--- config.mk ---
export PLATFORM = sky130hd
export DESIGN_NAME = fmo_reader
export DESIGN_NICKNAME = d
export VERILOG_FILES = /design/src/rtl/fmo_reader.sv
export SDC_FILE = /design/constraint.sdc
export NUM_CORES = 1
export LEC_CHECK = 0
export ABC_AREA = 1
export CAP_MARGIN = 20
export CELL_PAD_IN_SITES_DETAIL_PLACEMENT = 0
export CELL_PAD_IN_SITES_GLOBAL_PLACEMENT = 1
export CORE_MARGIN = 2
export CORE_UTILIZATION = 38
export CTS_CLUSTER_SIZE = 25
export DETAILED_ROUTE_END_ITERATION = 8
export PLACE_DENSITY_LB_ADDON = 0.1
export SLEW_MARGIN = 20
export SYNTH_ARGS = -nofsm -noshare
export SYNTH_HDL_FRONTEND = slang
export SYNTH_SLANG_ARGS = --single-unit
export TNS_END_PERCENT = 100
--- constraint.sdc ---
create_clock -name clk -period 2 [get_ports clk]
set_input_delay 0.3 -clock clk [delete_from_list [all_inputs] [get_ports clk]]
set_output_delay 0.3 -clock clk [all_outputs]
set_load 0.01 [all_outputs]
--- src/rtl/fmo_reader.sv ---
// fmo_reader: sweeps a contiguous, wrapping window of the FMO RAM and streams
// the elements in address order through a 4-entry FIFO towards the DMA.
// Optional feature macro: FMO_READER_RELU_EN (clamp negative signed elements
// to zero as they enter the FIFO; latency and throughput are unchanged).
//
// state | meaning
// IDLE  | waiting for start; a zero-length start only produces a done pulse
// READ  | issuing one RAM address per cycle while FIFO + in-flight < 4
// DRAIN | all addresses issued; waiting for the last element to transfer

package ram_pkg;
    parameter int FMO_N_ELEM = 16;
    parameter int PX_W       = 8;
endpackage

module fmo_reader #(
    parameter int  FMO_N_ELEM = ram_pkg::FMO_N_ELEM,
    parameter int  PX_W       = ram_pkg::PX_W,
    localparam int AW         = $clog2(FMO_N_ELEM)
) (
    input  logic            clk,
    input  logic            rst_n,
    input  logic            start,
    input  logic [AW-1:0]   base_addr,
    input  logic [AW:0]     length,
    output logic [AW-1:0]   ram_addr,
    output logic            ram_write,
    input  logic [PX_W-1:0] ram_res,
    output logic [PX_W-1:0] out_data,
    output logic            out_valid,
    input  logic            out_ready,
    output logic            busy,
    output logic            done
);

    localparam int            FIFO_DEPTH = 4;
    localparam logic [AW+1:0] N_EXT      = (AW+2)'(FMO_N_ELEM);

    typedef enum logic [1:0] {
        IDLE  = 2'd0,
        READ  = 2'd1,
        DRAIN = 2'd2
    } state_t;

    state_t          state;
    logic [AW-1:0]   base_q;
    logic [AW:0]     len_q;
    logic [AW:0]     issued;
    // issue_q: an address is on the RAM port this cycle; ret_q: ram_res is valid this cycle
    logic            issue_q;
    logic            ret_q;
    logic            done_q;

    logic [PX_W-1:0] fifo_mem [FIFO_DEPTH];
    logic [1:0]      wr_ptr;
    logic [1:0]      rd_ptr;
    logic [2:0]      occ;

    logic [2:0]      load;
    logic            can_issue;
    logic            push;
    logic            pop;
    logic            last_issue;
    logic            last_xfer;
    logic [AW+1:0]   addr_sum;
    logic [AW-1:0]   addr_next;
    logic [PX_W-1:0] push_data;

    // Issue throttling, FIFO handshakes and wrapped next-address computation
    always_comb begin
        load       = occ + {2'b00, issue_q} + {2'b00, ret_q};
        can_issue  = (state == READ) && (load < 3'(FIFO_DEPTH));
        push       = ret_q;
        pop        = (occ != 3'd0) && out_ready;
        last_issue = (issued == (len_q - (AW+1)'(1)));
        // In DRAIN nothing more is coming once the pipeline is empty
        last_xfer  = (state == DRAIN) && pop && (occ == 3'd1) && !issue_q && !ret_q;
        addr_sum   = {2'b00, base_q} + {1'b0, issued};
        if (addr_sum >= N_EXT) begin
            addr_sum = addr_sum - N_EXT;
        end
        addr_next  = addr_sum[AW-1:0];
`ifdef FMO_READER_RELU_EN
        push_data  = ram_res[PX_W-1] ? '0 : ram_res;
`else
        push_data  = ram_res;
`endif
    end

    // Sweep sequencer: samples parameters on start, issues addresses, signals completion
    always_ff @(posedge clk or negedge rst_n) begin
        if (!rst_n) begin
            state    <= IDLE;
            base_q   <= '0;
            len_q    <= '0;
            issued   <= '0;
            ram_addr <= '0;
            issue_q  <= 1'b0;
            done_q   <= 1'b0;
        end else begin
            done_q  <= 1'b0;
            issue_q <= 1'b0;
            unique case (state)
                IDLE: begin
                    if (start) begin
                        if (length == '0) begin
                            done_q <= 1'b1;
                        end else begin
                            // The first element is issued on the start edge itself
                            base_q   <= base_addr;
                            len_q    <= length;
                            ram_addr <= base_addr;
                            issued   <= (AW+1)'(1);
                            issue_q  <= 1'b1;
                            state    <= (length == (AW+1)'(1)) ? DRAIN : READ;
                        end
                    end
                end
                READ: begin
                    if (can_issue) begin
                        ram_addr <= addr_next;
                        issued   <= issued + (AW+1)'(1);
                        issue_q  <= 1'b1;
                        if (last_issue) begin
                            state <= DRAIN;
                        end
                    end
                end
                DRAIN: begin
                    if (last_xfer) begin
                        state  <= IDLE;
                        done_q <= 1'b1;
                    end
                end
                default: state <= IDLE;
            endcase
        end
    end

    // RAM read-return tracking: data arrives one cycle after the address
    always_ff @(posedge clk or negedge rst_n) begin
        if (!rst_n) begin
            ret_q <= 1'b0;
        end else begin
            ret_q <= issue_q;
        end
    end

    // Output FIFO: push returning RAM data, pop on downstream transfer
    always_ff @(posedge clk or negedge rst_n) begin
        if (!rst_n) begin
            for (int i = 0; i < FIFO_DEPTH; i++) begin
                fifo_mem[i] <= '0;
            end
            wr_ptr <= '0;
            rd_ptr <= '0;
            occ    <= '0;
        end else begin
            if (push) begin
                fifo_mem[wr_ptr] <= push_data;
                wr_ptr           <= wr_ptr + 2'd1;
            end
            if (pop) begin
                rd_ptr <= rd_ptr + 2'd1;
            end
            occ <= occ + {2'b00, push} - {2'b00, pop};
        end
    end

    assign out_data  = fifo_mem[rd_ptr];
    assign out_valid = (occ != 3'd0);
    assign busy      = (state != IDLE);
    assign done      = done_q;
    assign ram_write = 1'b0;

endmodule

==> implementation parameters, run 1 <==
Parameter                              Value

Power
  P per Cell Area    1697 nW/µm²
  Pint    0.004061 W
  Switching Fraction    40.10%
  Combinational share of power    48.5%
  Total leakage power    1.955 nW
  Clock network fraction of design power    18.3%
  Max rail drop VDD    0.0005582 V
  Share of power burned in registers    33.2%
  Reported net switching power    0.002719 W

Floorplanning
  Placeable core region    8134 µm²
  Die Ht    95.34 µm
  Die extent in x    95.34 µm
  Floorplan row count    33
  Starting Density    38.98%
  Boundary Pins    37
  Total Die Area    9090 µm²

Layout
  Number of nets in the finished design    473
  ANT cells    0
  Most common library cell in the layout ignoring fill and taps    nand2_1
  Area added between synthesis and finish    26.01%
  Layout cell share with drive strength beyond 1    11.96%
  Number of standard cells in the final layout excluding fillers    548
  Commonest cells after routing, fill and taps aside    nand2_1 (96), dfrtp_1 (62), o21ai_0 (61)

Placed design
  Placer Congestion    0.7278
  Post-Place Setup Slack    -148.3 ps
  Post-DP HPWL    4898 µm
  Port buffer count    35
  Post-placement cell count    530

Detailed routing
  Antenna Nets Post-Route    0
  Detail-routed net length per standard cell    13.06 µm
  Vias/cell    4.726
  Count of routing violations after the opening detailed-route iteration    48
  Vias post-DR    2590
  DRC violation count after routing    0
  Aggregate routed wire length    7159 µm
  Iteration count of the initial detailed-routing pass    4

Clock network
  Clock root buffer    clkbuf_8
  Num CTS Buffers    9
  Number of sinks handled by clock tree synthesis    62
  CTS tree    done
  Count of H-tree levels built during CTS    3
  Clock insertion delay at the later pin of the skew report    340 ps
  Buffer depth of the longest clock path    2
  Clock-pin transition on the worst setup and hold timing paths    70 ps

Synthesis
  Sequential area share after synthesis    48.93%
  Synth Net Count    420
  Total standard cell area after synthesis    3171 µm²
  Yosys reg bits    62
  Synthesized instance count    385
  Asr flop ratio synth    100.0%
  Count of different cell masters after synthesis    31
  Yosys warning total    0
  Synthesized area per cell    8.235 µm²
  Number of synthesized flops with an enable pin    0
  Most instantiated flip-flop cell in the synthesis netlist    dfrtp_1

Critical path
  Critical path required time    2220 ps
  CP Capture Type    register
  Delay of the slowest critical-path stage    380 ps
  CP max-delay cell    dfrtp_1
  Signal arrival time at the worst endpoint    2170 ps
  Crit path kind    register to register
  Startpoint type of the worst setup path    register
  Setup slack of the most critical reg-to-reg path    50 ps
  Capture instance of the worst register-to-register path    occ[2]
  Critical path cell sequence    nor2_1, nand2_1, nand2_2, inv_2, ha_4, inv_2, ha_4, fa_2, xnor2_2, xor2_1
  Depth of the most critical reg-to-reg path    10
  Worst flop-to-flop path startpoint    occ[0]
  Beginning of the critical path    occ[0]
  End of the critical path    occ[2]
  Highest net fanout along the worst path    2

Worst hold path
  Type of the most critical hold path    register to register
  Number of instances on the worst hold path    0

STA
  Setup Viol. Count Final    0
  Rel. slew slack    62.24%
  Final count of hold timing violations    0
  Maximum clock frequency    0.5133 GHz
  Final min period    1948 ps
  Actual slew at the worst max-slew pin    565.0 ps
  Setup repair after global routing missed its margin    true
  Share of the cycle needed by the critical path after routing    97.40%
  Worst Setup Slack, final    51.96 ps
  Layout Skew    7.717 ps
  Final-report max-slew violation count    0

Global routing
  Initial antenna violation count    0
  Maximum number of pins on one net before global-route repair    63
  Global-route wire length before repair    11910 µm
  Aggregate global routing overflow    0
  Via count of the first global-routing pass    2477
  Overall Global Routing Usage    17.35%

Run
  Total of max-cap violations    0

Outcome
  Result of the run    finished clean
-- through the flow --
stage | hold slack (ps) | power, W | util, % | instance area, µm² | setup TNS [ps]
final | 404.3 | 0.006779 | 49.12 | 3995 | 0
after global routing | 411.6 | 0.007492 | 49.12 | 3995 | -84.16
after CTS | 396.4 | 0.006750 | 48.53 | 3948 | 0
after detailed placement | 341.8 | 0.005593 | 45.84 | 3729 | -148.3
after global placement | 346.2 | 0.005548 | 45.84 | 3729 | -103.6
after floorplan | 4.409 | 0.004339 | - | 3171 | 0
-- flip-flops by register name, summed over array words and instances, names as in the netlist --
name / cells
ram_addr: 4
push: 1
wr_ptr: 2
issued: 5
occ: 3
rd_ptr: 2
issue_q: 1
done: 1
len_q: 5
state: 2
fifo_mem: 32
base_q: 4
-- cell type report --
type                       instances  area [µm²]
fill                             795        4139
sequential                        62        1551
multi-input combinational        266        1418
timing repair buffer              55       513.0
inverter                          44       165.2
clock buffer                      13       148.9
tap                              105       131.4
clock inverter                     3       67.56
-- worst min path at each step --
stage,start,endpoint,slack (ps)
floorplan,rst_n,base_q[0],4
global placement,rst_n,fifo_mem[25],350
detailed placement,rst_n,fifo_mem[1],340
CTS,issue_q,push,400
global route,issue_q,push,410
finish,issue_q,push,400
-- metal layers --
layer  global-route usage, %  share of wire [%]  up-vias
li1                        -                  -     1339
met1                   21.95                 47     1201
met2                   29.05                 48       39
met3                   3.083                2.8       11
met4                   7.609                1.8        0
met5                       0                  0        -
-- power groups by stage --
stage	clock network (W)	logic, W	registers [W]
finish	0.00124	0.00329	0.00225
global route	0.00132	0.00383	0.00234
CTS	0.00126	0.00322	0.00226
detailed placement	0	0.00332	0.00228
global placement	0	0.00328	0.00226
floorplan	0	0.00213	0.00221
-- what timing repair did --
item,CTS,global route
setup endpoints to repair,9,2
cloned,0,0
hold buffers,1,0
pin swaps,2,6
hold endpoints to repair,62,0
setup buffers,0,1
gates resized for setup,11,8
-- synthesized netlist by cell type (2+ instances only) --
cell type  count  area share [%]
nand3_1       10             1.6
mux2_2         2            0.71
a21oi_1        9             1.4
nand2_2        2            0.39
inv_1         43             5.1
nor2_4         2            0.71
buf_6          3             1.1
buf_2          3            0.47
fa_1           2             1.3
clkbuf_1       6            0.71
xor2_1         4             1.1
nor2_1        41             4.9
xnor2_1        3            0.83
nand2_1       97              11
o22ai_1        8             1.6
o21ai_0       61             9.6
a31oi_1        2            0.39
dfrtp_1       62              49
ha_1          12             4.7
o21ai_1        2            0.32
-- cell families (layout without fill, tap and decap cells) --
kind of cell	after synthesis	after routing	share of synthesized area (%)
simple gates	158	158	20.80
other cells	1	1	0.1183
flops	62	62	48.93
fa+ha+maj	14	14	5.998
mux	2	2	0.7103
compound gates	84	84	13.81
xor+xnor	7	7	1.934
buf+inv	57	115	7.695
-- worst max-delay path: cells and delay by family, from the launching register on --
kind | cells | cell delay (ps)
adders and majority gates | 3 | 780
xor gates and xnor gates | 2 | 290
DFF | 1 | 380
and+or+nand+nor | 3 | 290
buffers and inverters | 2 | 90
No activity file was read; power rests on OpenSTA's default activity.
==> inputs of run 2 (changes only) <==
--- a/config.mk
+++ b/config.mk
@@ -6,7 +6,6 @@
 export NUM_CORES = 1
 export LEC_CHECK = 0
 export ABC_AREA = 1
-export CAP_MARGIN = 20
 export CELL_PAD_IN_SITES_DETAIL_PLACEMENT = 0
 export CELL_PAD_IN_SITES_GLOBAL_PLACEMENT = 1
 export CORE_MARGIN = 2
@@ -14,7 +13,6 @@
 export CTS_CLUSTER_SIZE = 25
 export DETAILED_ROUTE_END_ITERATION = 8
 export PLACE_DENSITY_LB_ADDON = 0.1
-export SLEW_MARGIN = 20
 export SYNTH_ARGS = -nofsm -noshare
 export SYNTH_HDL_FRONTEND = slang
 export SYNTH_SLANG_ARGS = --single-unit
==> results of run 2 <==
No change in the layout: final DEF, timing and power equal those of run 1.
==> inputs of run 3 (changes only) <==
--- a/config.mk
+++ b/config.mk
@@ -13,6 +13,8 @@
 export CTS_CLUSTER_SIZE = 25
 export DETAILED_ROUTE_END_ITERATION = 8
 export PLACE_DENSITY_LB_ADDON = 0.1
+export RECOVER_POWER = 100
+export SKIP_CTS_REPAIR_TIMING = 1
 export SYNTH_ARGS = -nofsm -noshare
 export SYNTH_HDL_FRONTEND = slang
 export SYNTH_SLANG_ARGS = --single-unit
==> implementation parameters, run 3 (same netlist as run 1, synthesis figures left out) <==
Parameter                              Value

Outcome
  Result of the run    finished clean

Detailed routing
  Iteration count of the initial detailed-routing pass    4 (unchanged)
  Vias post-DR    2573 (-0.66%)
  Aggregate routed wire length    7101 µm (-0.81%)
  Detail-routed net length per standard cell    12.96 µm (-0.81%)
  Count of routing violations after the opening detailed-route iteration    55 (+15%)
  Antenna Nets Post-Route    0 (unchanged)
  DRC violation count after routing    0 (unchanged)
  Vias/cell    4.695 (-0.66%)

STA
  Maximum clock frequency    0.5134 GHz (about the same)
  Final count of hold timing violations    0 (unchanged)
  Final min period    1948 ps (-0.1448 ps)
  Final-report max-slew violation count    0 (unchanged)
  Rel. slew slack    41.62% (-21 points)
  Setup Viol. Count Final    0 (unchanged)
  Layout Skew    7.704 ps (-0.01246 ps)
  Post-Route Setup TNS    0 ps (unchanged)
  Share of the cycle needed by the critical path after routing    97.39% (about the same)
  Actual slew at the worst max-slew pin    875.8 ps (+310.8 ps)

Power
  Share of power burned in registers    33.1% (about the same)
  Clock network fraction of design power    18.2% (about the same)
  Pint    0.004093 W (+0.79%)
  Total leakage power    2.008 nW (+2.7%)
  Max rail drop VDD    0.0005583 V (about the same)
  Switching Fraction    39.69% (-0.42 points)
  Combinational share of power    48.7% (+0.2 points)
  Overall power consumption    0.006786 W (about the same)
  Reported net switching power    0.002693 W (-0.94%)
  P per Cell Area    1697 nW/µm² (about the same)

Critical path
  Crit path kind    register to register
  Worst flop-to-flop path startpoint    occ[1]
  Signal arrival time at the worst endpoint    2170 ps (about the same)
  CP max-delay cell    dfrtp_1
  Delay of the slowest critical-path stage    380 ps (about the same)
  Highest net fanout along the worst path    2 (unchanged)
  Critical path cell sequence    nor2_1, nand2_1, nand2_2, inv_2, ha_4, inv_2, ha_2, fa_2, xnor2_2, xor2_1
  Startpoint type of the worst setup path    register
  Critical path required time    2220 ps (about the same)
  CP Capture Type    register
  Category of cells accounting for the largest share of critical-path delay    adder cells
  Count of buffering cells on the critical path with inverters included    2 (unchanged)
  Library cell appearing most often on the critical path    inv_2
  Beginning of the critical path    occ[1]

Clock network
  Clock insertion delay at the later pin of the skew report    340 ps (about the same)
  CTS tree    done
  Number of sinks handled by clock tree synthesis    62 (unchanged)
  Clock-pin transition on the worst setup and hold timing paths    70 ps (about the same)
  Count of H-tree levels built during CTS    3 (unchanged)
  Clock root buffer    clkbuf_8
  Buffer depth of the longest clock path    2 (unchanged)
  Num CTS Buffers    9 (unchanged)

Global routing
  Maximum number of pins on one net before global-route repair    63 (unchanged)
  Via count of the first global-routing pass    2477 (unchanged)
  Initial antenna violation count    0 (unchanged)
  Overall Global Routing Usage    17.33% (about the same)
  Global-route wire length before repair    11900 µm (about the same)
  Aggregate global routing overflow    0 (unchanged)

Run
  Total of max-cap violations    0 (unchanged)

Layout
  Number of standard cells in the final layout excluding fillers    548 (unchanged)
  Commonest cells after routing, fill and taps aside    nand2_1 (96), dfrtp_1 (62), o21ai_0 (61)
  Largest registers in the final layout    fifo_mem (32), issued (5), len_q (5)
  Area added between synthesis and finish    26.12% (about the same)
  ANT cells    0 (unchanged)
  Flip-flop count of the largest register after layout    32 (unchanged)
  Layout cell share with drive strength beyond 1    11.51% (-0.45 points)
  Cell area after layout    3999 µm² (about the same)
  Most common library cell in the layout ignoring fill and taps    nand2_1
  Filler Cells Inserted    797 (+0.25%)
  Number of nets in the finished design    473 (unchanged)
  Register with the highest flop count    fifo_mem

Floorplanning
  Starting Density    38.98% (unchanged)
  Total Die Area    9090 µm² (unchanged)
  Floorplan row count    33 (unchanged)
  Boundary Pins    37 (unchanged)
  Die Ht    95.34 µm (unchanged)
  Placeable core region    8134 µm² (unchanged)
  Die extent in x    95.34 µm (unchanged)

Placed design
  Post-DP HPWL    4898 µm (unchanged)
  Post-placement cell count    530 (unchanged)
  Placer Congestion    0.7278 (unchanged)
  Cell Area, Placed    3729 µm² (unchanged)
  Port buffer count    35 (unchanged)

Worst hold path
  Launch point of the worst hold path    issue_q
  Type of the most critical hold path    register to register
[run 3: stage by stage]
stage / setup slack (ps) / util (%) / hold WS [ps]
after global placement: -103.6 / 45.84 / 346.2
after CTS: -134.6 / 48.50 / -26.85
after detailed placement: -148.3 / 45.84 / 341.8
after global routing: -61.03 / 49.16 / 411.6
after floorplan: 4.285 / - / 4.409
final: 52.10 / 49.16 / 402.7
[run 3: layer usage]
metal / GRT usage (%) / part of all wire (%)
met3: 3.083 / 3.5
met1: 21.95 / 47
met4: 7.609 / 1.2
met5: 0 / 0
met2: 28.99 / 48
[run 3: worst paths after layout]
check / end / slack, ps / depth (start not counted)
max in group asynchronous: fifo_mem[10] / 710 / 3
setup / recovery: occ[2] / 50 / 10
min in group asynchronous: fifo_mem[4] / 710 / 3
setup reg to reg: occ[2] / 50 / 10
hold reg to reg: push / 400 / 0
hold / removal: push / 400 / 0
[run 3: cell type report]
type                            count  area (µm²)  share of cell area (%)
Sequential cell                    62        1551                   38.80
Clock buffer                       13       148.9                   3.723
Tap cell                          105       131.4                   3.285
Clock inverter                      3       67.56                   1.690
Timing Repair Buffer               55       526.8                   13.17
Multi-Input combinational cell    266        1408                   35.20
Inverter                           44       165.2                   4.130
[run 3: power by group through the flow]
stage / logic, W / registers (W) / clock network (W)
6_report: 0.00330 / 0.00225 / 0.00124
4_1_cts: 0.00333 / 0.00226 / 0.00126
3_5_place_dp: 0.00332 / 0.00228 / 0
2_1_floorplan: 0.00213 / 0.00221 / 0
5_1_grt: 0.00384 / 0.00234 / 0.00132
3_3_place_gp: 0.00328 / 0.00226 / 0
